**config.mk**
```make
export PLATFORM = sky130hd
export DESIGN_NAME = wb_arbiter
export DESIGN_NICKNAME = d
export VERILOG_FILES = /design/src/rtl/wb_arbiter_pkg.sv /design/src/rtl/wb_fifo.sv /design/src/rtl/wb_arbiter.sv
export SDC_FILE = /design/constraint.sdc
export NUM_CORES = 1
export LEC_CHECK = 0
export BUFFER_PORTS_ARGS = -buffer_cell sky130_fd_sc_hd__buf_2
export CAP_MARGIN = 20
export CELL_PAD_IN_SITES_DETAIL_PLACEMENT = 0
export CELL_PAD_IN_SITES_GLOBAL_PLACEMENT = 1
export CORE_ASPECT_RATIO = 0.9
export CORE_MARGIN = 2
export CORE_UTILIZATION = 49
export DETAILED_ROUTE_END_ITERATION = 7
export GPL_TIMING_DRIVEN = 0
export PLACE_DENSITY = 0.95
export SYNTH_ARGS = -nofsm -noshare
export SYNTH_HDL_FRONTEND = slang
export SYNTH_HIERARCHICAL = 1
export SYNTH_SLANG_ARGS = --single-unit
export TNS_END_PERCENT = 50
```
**constraint.sdc**
```tcl
create_clock -name CLK -period 8.34 [get_ports CLK]
set_clock_uncertainty 0.15 [all_clocks]
set_input_delay 1.668 -clock CLK [delete_from_list [all_inputs] [get_ports CLK]]
set_output_delay 1.668 -clock CLK [all_outputs]
set_load 0.02 [all_outputs]
```
**src/rtl/wb_arbiter_pkg.sv**
```systemverilog
// Shared write-back types used by the ROB, register file and write-back arbiter.
package wb_arbiter_pkg;

    localparam int REG_W  = 5;
    localparam int TAG_W  = 4;
    localparam int DATA_W = 32;

    typedef struct packed {
        logic              valid;
        logic [REG_W-1:0]  regIdx;
        logic [DATA_W-1:0] data;
        logic [TAG_W-1:0]  tag;
    } wb_req_t;

    typedef enum logic [1:0] {
        WIN_NONE,
        WIN_SLOT1,
        WIN_FIFO,
        WIN_LOAD
    } winner_e;

    // A request only touches the register file when it targets a non-zero register.
    function automatic logic writesReg(input wb_req_t req);
        return req.valid && (req.regIdx != '0);
    endfunction

endpackage

```
**src/rtl/wb_fifo.sv**
```systemverilog
// Load-result buffer for the write-back arbiter: in-order FIFO with flush and a
// registered almost-full flag (count >= DEPTH-1 after this cycle's update).
module wb_fifo
    import wb_arbiter_pkg::*;
#(
    parameter int DEPTH = 4
) (
    input  logic                   CLK,
    input  logic                   reset_n,
    input  logic                   push,
    input  wb_req_t                pushData,
    input  logic                   pop,
    input  logic                   flush,
    output wb_req_t                head,
    output logic [$clog2(DEPTH):0] count,
    output logic                   full,
    output logic                   almostFull
);

    localparam int PW = $clog2(DEPTH);
    localparam int CW = PW + 1;

    wb_req_t         mem [DEPTH];
    logic [PW-1:0]   rdPtr;
    logic [PW-1:0]   wrPtr;
    logic [CW-1:0]   nextCount;
    logic            doPush;
    logic            doPop;

    assign full   = (count == CW'(DEPTH));
    assign head   = mem[rdPtr];
    assign doPush = push && !full && !flush;
    assign doPop  = pop && (count != '0) && !flush;

    always_comb begin
        nextCount = count;
        if (flush) begin
            nextCount = '0;
        end else if (doPush && !doPop) begin
            nextCount = count + 1'b1;
        end else if (!doPush && doPop) begin
            nextCount = count - 1'b1;
        end
    end

    always_ff @(posedge CLK or negedge reset_n) begin
        if (!reset_n) begin
            rdPtr      <= '0;
            wrPtr      <= '0;
            count      <= '0;
            almostFull <= 1'b0;
        end else begin
            count      <= nextCount;
            almostFull <= (nextCount >= CW'(DEPTH - 1));
            if (flush) begin
                rdPtr <= '0;
                wrPtr <= '0;
            end else begin
                if (doPush) wrPtr <= wrPtr + 1'b1;
                if (doPop)  rdPtr <= rdPtr + 1'b1;
            end
        end
    end

    always_ff @(posedge CLK) begin
        if (doPush) mem[wrPtr] <= pushData;
    end

endmodule

```
**src/rtl/wb_arbiter.sv**
```systemverilog
// Register-file write-back arbiter: port 1 carries ROB slot 0, port 2 is shared by
// ROB slot 1, buffered load results and direct load returns.
module wb_arbiter
    import wb_arbiter_pkg::*;
#(
    parameter int FIFO_DEPTH = 4,
    parameter int STARVE_MAX = 2
) (
    input  logic              CLK,
    input  logic              reset_n,
    input  logic              c0_valid,
    input  logic [REG_W-1:0]  c0_reg,
    input  logic [DATA_W-1:0] c0_data,
    input  logic [TAG_W-1:0]  c0_tag,
    input  logic              c1_valid,
    input  logic [REG_W-1:0]  c1_reg,
    input  logic [DATA_W-1:0] c1_data,
    input  logic [TAG_W-1:0]  c1_tag,
    output logic              c1_ready,
    input  logic              m_valid,
    input  logic [REG_W-1:0]  m_reg,
    input  logic [DATA_W-1:0] m_data,
    input  logic [TAG_W-1:0]  m_tag,
    output logic              m_full,
    input  logic              flush,
    output logic              we1,
    output logic [REG_W-1:0]  wa1,
    output logic [DATA_W-1:0] wd1,
    output logic [TAG_W-1:0]  wt1,
    output logic              we2,
    output logic [REG_W-1:0]  wa2,
    output logic [DATA_W-1:0] wd2,
    output logic [TAG_W-1:0]  wt2
);

    localparam int SW = (STARVE_MAX < 1) ? 1 : $clog2(STARVE_MAX + 1);

    wb_req_t                      c0Req;
    wb_req_t                      c1Req;
    wb_req_t                      loadReq;
    wb_req_t                      fifoHead;
    wb_req_t                      port2Sel;
    logic [$clog2(FIFO_DEPTH):0]  fifoCount;
    logic                         fifoFull;
    logic                         fifoEmpty;
    logic                         fifoPush;
    logic                         fifoPop;
    logic [SW-1:0]                starveCnt;
    logic [SW-1:0]                starveNext;
    logic                         starved;
    winner_e                      winner;

    assign c0Req   = '{valid: c0_valid, regIdx: c0_reg, data: c0_data, tag: c0_tag};
    assign c1Req   = '{valid: c1_valid, regIdx: c1_reg, data: c1_data, tag: c1_tag};
    assign loadReq = '{valid: m_valid,  regIdx: m_reg,  data: m_data,  tag: m_tag};

    assign fifoEmpty = (fifoCount == '0);
    assign starved   = (starveCnt >= SW'(STARVE_MAX));

    // During flush buffered and same-cycle loads are dead, so only slot 1 may compete.
    always_comb begin
        winner = WIN_NONE;
        if (c1_valid && starved) begin
            winner = WIN_SLOT1;
        end else if (!flush && !fifoEmpty) begin
            winner = WIN_FIFO;
        end else if (!flush && m_valid) begin
            winner = WIN_LOAD;
        end else if (c1_valid) begin
            winner = WIN_SLOT1;
        end
    end

    always_comb begin
        port2Sel = '0;
        case (winner)
            WIN_SLOT1: port2Sel = c1Req;
            WIN_FIFO:  port2Sel = fifoHead;
            WIN_LOAD:  port2Sel = loadReq;
            default:   port2Sel = '0;
        endcase
    end

    assign c1_ready = (winner == WIN_SLOT1);
    assign fifoPop  = (winner == WIN_FIFO);
    assign fifoPush = m_valid && !flush && (winner != WIN_LOAD) && !fifoFull;

    always_comb begin
        starveNext = starveCnt;
        if (flush || !c1_valid || c1_ready) begin
            starveNext = '0;
        end else if (!starved) begin
            starveNext = starveCnt + 1'b1;
        end
    end

    wb_fifo #(
        .DEPTH (FIFO_DEPTH)
    ) loadFifo (
        .CLK        (CLK),
        .reset_n    (reset_n),
        .push       (fifoPush),
        .pushData   (loadReq),
        .pop        (fifoPop),
        .flush      (flush),
        .head       (fifoHead),
        .count      (fifoCount),
        .full       (fifoFull),
        .almostFull (m_full)
    );

    always_ff @(posedge CLK or negedge reset_n) begin
        if (!reset_n) begin
            starveCnt <= '0;
            we1       <= 1'b0;
            wa1       <= '0;
            wd1       <= '0;
            wt1       <= '0;
            we2       <= 1'b0;
            wa2       <= '0;
            wd2       <= '0;
            wt2       <= '0;
        end else begin
            starveCnt <= starveNext;
            we1       <= writesReg(c0Req);
            if (c0_valid) begin
                wa1 <= c0_reg;
                wd1 <= c0_data;
                wt1 <= c0_tag;
            end
            we2 <= (winner != WIN_NONE) && writesReg(port2Sel);
            if (winner != WIN_NONE) begin
                wa2 <= port2Sel.regIdx;
                wd2 <= port2Sel.data;
                wt2 <= port2Sel.tag;
            end
        end
    end

    // A load the cache issued while the buffer was already full is lost.
    assert property (@(posedge CLK) disable iff (!reset_n)
        !(m_valid && !flush && (winner != WIN_LOAD) && fifoFull));

endmodule

```
Word-level counts from Yosys, hierarchy flattened:

Memories as Yosys holds them, arrays and structs flattened.
Index checks and enable logic that the tools add are counted.

* $add $sub $neg: 5
* multiply operators: 0
* div/mod/pow operators: 0
* magnitude comparators: 2
* equal/unequal tests: 6
* shifts and indexed selects: 0
* muxes and demuxes: 16
* bitwise gates (word level): 0
* reductions and logical operators: 29

Operators with widths (number)
* $pmux 42 s3: 1
* $mux 2: 9
* $logic_and 1x1->1: 14
* $reduce_bool 5->1: 2
* $mux 3: 3
* $add 2x1->2 const B: 3
* $logic_not 1->1: 6
* $reduce_bool 2->1: 3
* $eq 2x2->1 const B: 2
* $add 3x1->3 const B: 1
* $eq 3x3->1 const B: 1
* $ge 3x2->1 const B: 1
* $logic_not 3->1: 1
* $mux 1: 3
* $reduce_bool 3->1: 1
* $sub 3x1->3 const B: 1
* $eq 2x1->1 const B: 1
* $ge 2x2->1 const B: 1
* $logic_or 1x1->1: 2
* $ne 2x1->1 const B: 1
* $ne 2x2->1 const B: 1

* register bits after elaboration: 94
* bits in latches: 0
* RAM bits: 168
* memory bits (read-only): 0
* bits of input ports: 129
* memories: 1

Memory list
* loadFifo.mem: words 4, width 42, read ports 1, clocked after Yosys merged registers in 0, write ports 1, line wb_fifo.sv:23 `wb_req_t mem [DEPTH];`

Longest topological paths before layout:

* depth after elaboration: 16
* mapped depth: 11

By module:

The synthesis kept the hierarchy.

Modules (own cells, without submodules)
* wb_fifo: instances 1, cells each 274, area an instance 6595.1 um^2
* wb_arbiter: instances 1, cells each 305, area an instance 3732.3 um^2

Worst setup path before layout:

No wires, ideal clock.

* kind: input -> output
* from: in m_valid
* to: out c1_ready
* data arrival time: 2498 ps
* data required time: 6522 ps
* slack: 4024 ps
* cell stages on the path: 4
* buffers on the path: 2
* cell sequence: nor4_1 > o41a_1 > buf_6 > buf_2

* cells in the longest elaborated chain, start to end: 5

Ends and longest elaborated chain
* start, declared: line wb_arbiter.sv:20 `input logic m_valid,`
* $logic_and 1x1->1: line wb_arbiter.sv:67 `end else if (!flush && m_valid) begin`
* $mux 2: line wb_arbiter.sv:67
* $mux 2: line wb_arbiter.sv:65 `end else if (!flush && !fifoEmpty) begin`
* $mux 2: line wb_arbiter.sv:63 `if (c1_valid && starved) begin`
* $eq 2x1->1: line wb_arbiter.sv:84 `assign c1_ready = (winner == WIN_SLOT1);`
* end, declared: line wb_arbiter.sv:19 `output logic c1_ready,`

Every way passes these cells.

Worst setup path in the final report:

Same ends and word-level chain as after synthesis.

==> flow_metrics.env <==
export IMPL_status="complete, but fails checks"
export IMPL_synth_cells=579
export IMPL_syn_area_um2=10300
export IMPL_grt_usage=0.218
export IMPL_slew_viol_final=0
export IMPL_via_per_inst=5.62
export IMPL_power_leakage_nw=4.96
export IMPL_drc=5
export IMPL_ctsHoldBuffers=0
export IMPL_worstMarginPinSlew_ns=0.871
export IMPL_crit_required_ns=6.52
export IMPL_clockBufferDepth=3
export IMPL_post_cts_repair_setup_buffers=0
export IMPL_hold_viol=0
export IMPL_setup_tns_ns=0
export IMPL_die_h_um=142
export IMPL_fin_crit_sh=0.582
export IMPL_drt_iter0_drc=602
export IMPL_ys_warn_count=6
export IMPL_ctsResizeCount=0
export IMPL_dpl_hpwl_um=16200
export IMPL_hp_class="reg -> reg"
export IMPL_async_flop_share=0.359
export IMPL_cts_tree="done"
export IMPL_r2r_cells=10
export IMPL_dieArea_um2=22300
export IMPL_layout_nets=963
export IMPL_whs_path_depth=1
export IMPL_syn_nets=716
export IMPL_startpoint_type="input port"
export IMPL_rows=50
export IMPL_gp_congestion=0.819
export IMPL_peakVddDrop_v=0.000123
export IMPL_htree_levels=1
export IMPL_cts_sinks=262
export IMPL_reg2reg_slack_ns=4.99
export IMPL_finalSetupViolCount=0
export IMPL_antenna_found_initial=3
export IMPL_syn_area_per_cell_um2=17.8
export IMPL_die_w_um=157
export IMPL_area_growth_pct=23.8
export IMPL_drt_total_wl_um=24400
export IMPL_crit_path_end_kind="output pin"
export IMPL_synth_edf_count=168
export IMPL_r2r_end="loadFifo/almostFull"
export IMPL_hold_path_endpoint="starveCnt[0]"
export IMPL_mostFrequentLayoutCells="buf_2, edfxtp_1, dfrtp_1"
export IMPL_min_delay_start="starveCnt[0]"
export IMPL_dpl_worst_slack_ns=3.47
export IMPL_powerDensity_nw_per_um2=229
export IMPL_first_pass_iters=8
export IMPL_rsz0062_at_grt="no"
export IMPL_grt_ovfl_total=0
export IMPL_r2r_start="starveCnt[1]"
export IMPL_grt_max_degree=49
export IMPL_relSlewSlack=0.419
export IMPL_coreArea_um2=20800
export IMPL_final_common_cell="buf_2"
export IMPL_synth_main_ff_cell="edfxtp_1"
export IMPL_clock_fmax_mhz=206
export IMPL_cap_violations=0
export IMPL_root_buffer="clkbuf_16"
export IMPL_grt_pass1_wl_um=36800
export IMPL_cts_buffers=27
export IMPL_synthTopCellsByArea="edfxtp_1, dfrtp_1, mux4_2"
export IMPL_violations="DRC"
export IMPL_yosysSeqAreaShare=0.716
export IMPL_synth_cell_types=41
export IMPL_post_route_min_period_ns=4.85
export IMPL_crit_fanout=11
export IMPL_ios=215
export IMPL_via_count=6377
export IMPL_worstSetupPathType="in -> out"
export IMPL_portBuffers=213
export IMPL_synth_seq_cells=262
export IMPL_ant_nets=0
export IMPL_start_util=0.497
export IMPL_clkTransAtPathRegs_ns=0.06
export IMPL_first_global_vias=6439
export IMPL_setup_slack_ns=3.49
export IMPL_cp_arrival_ns=3.04
export IMPL_routedWlPerCell_um=21.5
export IMPL_synth_top_cell_area_share=0.488
export IMPL_clock_latency_ns=0.53
export IMPL_synth_area_leader_cell="edfxtp_1"
export IMPL_layout_drive_gt1_share=0.447
==> layer usage <==
| metal | up-vias | GRT usage | routed length, um |
|---|---|---|---|
| met5 | - | 0 | 12 |
| met3 | 41 | 0.0321 | 1650 |
| met2 | 284 | 0.359 | 12200 |
| li1 | 2824 | - | - |
| met4 | 2 | 0.0641 | 628 |
| met1 | 3226 | 0.305 | 9860 |
==> worst max path at each step <==
stage	from	end	slack, ns	depth (start not counted)
finish	m_valid	c1_ready	3.49	6
global route	m_valid	c1_ready	3.42	6
CTS	m_valid	c1_ready	3.48	6
detailed placement	m_valid	c1_ready	3.47	6
global placement	flush	loadFifo/mem[0][4]	3.26	7
floorplan	m_valid	c1_ready	4.02	4
==> sequential cells by signal, summed over array words and instances (netlist names), 2 cells and up <==
name / count
loadFifo/count: 3
loadFifo/mem: 168
loadFifo/rdPtr: 2
loadFifo/wrPtr: 2
starveCnt: 2
wa1: 5
wa2: 5
wd1: 32
wd2: 32
wt1: 4
wt2: 4
==> area by class of cell <==
type / count / area [um^2]
clock inverter: 19 / 200
multi-input combinational: 273 / 2710
antenna: 1 / 2.50
sequential: 262 / 7400
fill: 1562 / 7980
inverter: 7 / 26.3
clock buffer: 31 / 721
timing repair buffer: 218 / 1180
tap: 286 / 358
buffer: 37 / 203
==> per-stage QoR <==
stage	std cells	instance area (um^2)	power, mW	hold WS [ns]	utilization
after floorplan	579	10300	1.61	0.253	-
after global placement	1078	11800	1.73	0.264	0.566
after detailed placement	1083	11900	1.74	0.270	0.571
after CTS	1133	12800	2.96	0.278	0.616
after global routing	1134	12800	3.04	0.314	0.616
final	1134	12800	2.93	0.276	0.616
==> power by group <==
group	internal [mW]	switching, mW	total [mW]
logic	0.0989	0.163	0.262
registers	1.43	0.0235	1.45
clock network	0.719	0.500	1.22
total	2.25	0.686	2.93
==> worst max-delay path, stage by stage <==
cell and delay (ns):
buf_2 0.17, nor4_1 0.38, o41a_1 0.19, buf_6 0.13, buf_2 0.27, buf_2 0.22
==> Yosys cell counts (all sizes together) (2+ instances only) <==
library cell and instances:
a211oi 2, a21o 5, a21oi 38, a222oi 37
a31oi 4, and2 5, buf 21, clkbuf 16
dfrtp 94, edfxtp 168, ha 8, inv 7
mux2 41, mux2i 2, mux4 42, nand2 4
nand2b 3, nor2 51, nor2b 2, nor3 3
nor4 2, o21a 2, o21ai 2, o2bb2ai 4
o31a 4, xor2 2
==> cells by family (layout without fill, tap and decap cells) <==
kind of cell	Yosys count	count (layout)	share of synthesized area
DFF	262	262	0.716
AOI/OAI and AO/OA	104	104	0.0798
xor gates and xnor gates	3	3	0.00254
buffers and inverters	44	312	0.0222
muxes	85	85	0.138
adders and majority gates	8	8	0.00969
and+or+nand+nor	73	73	0.0313
other	0	1	0
Power figures use the tool's default switching activity.
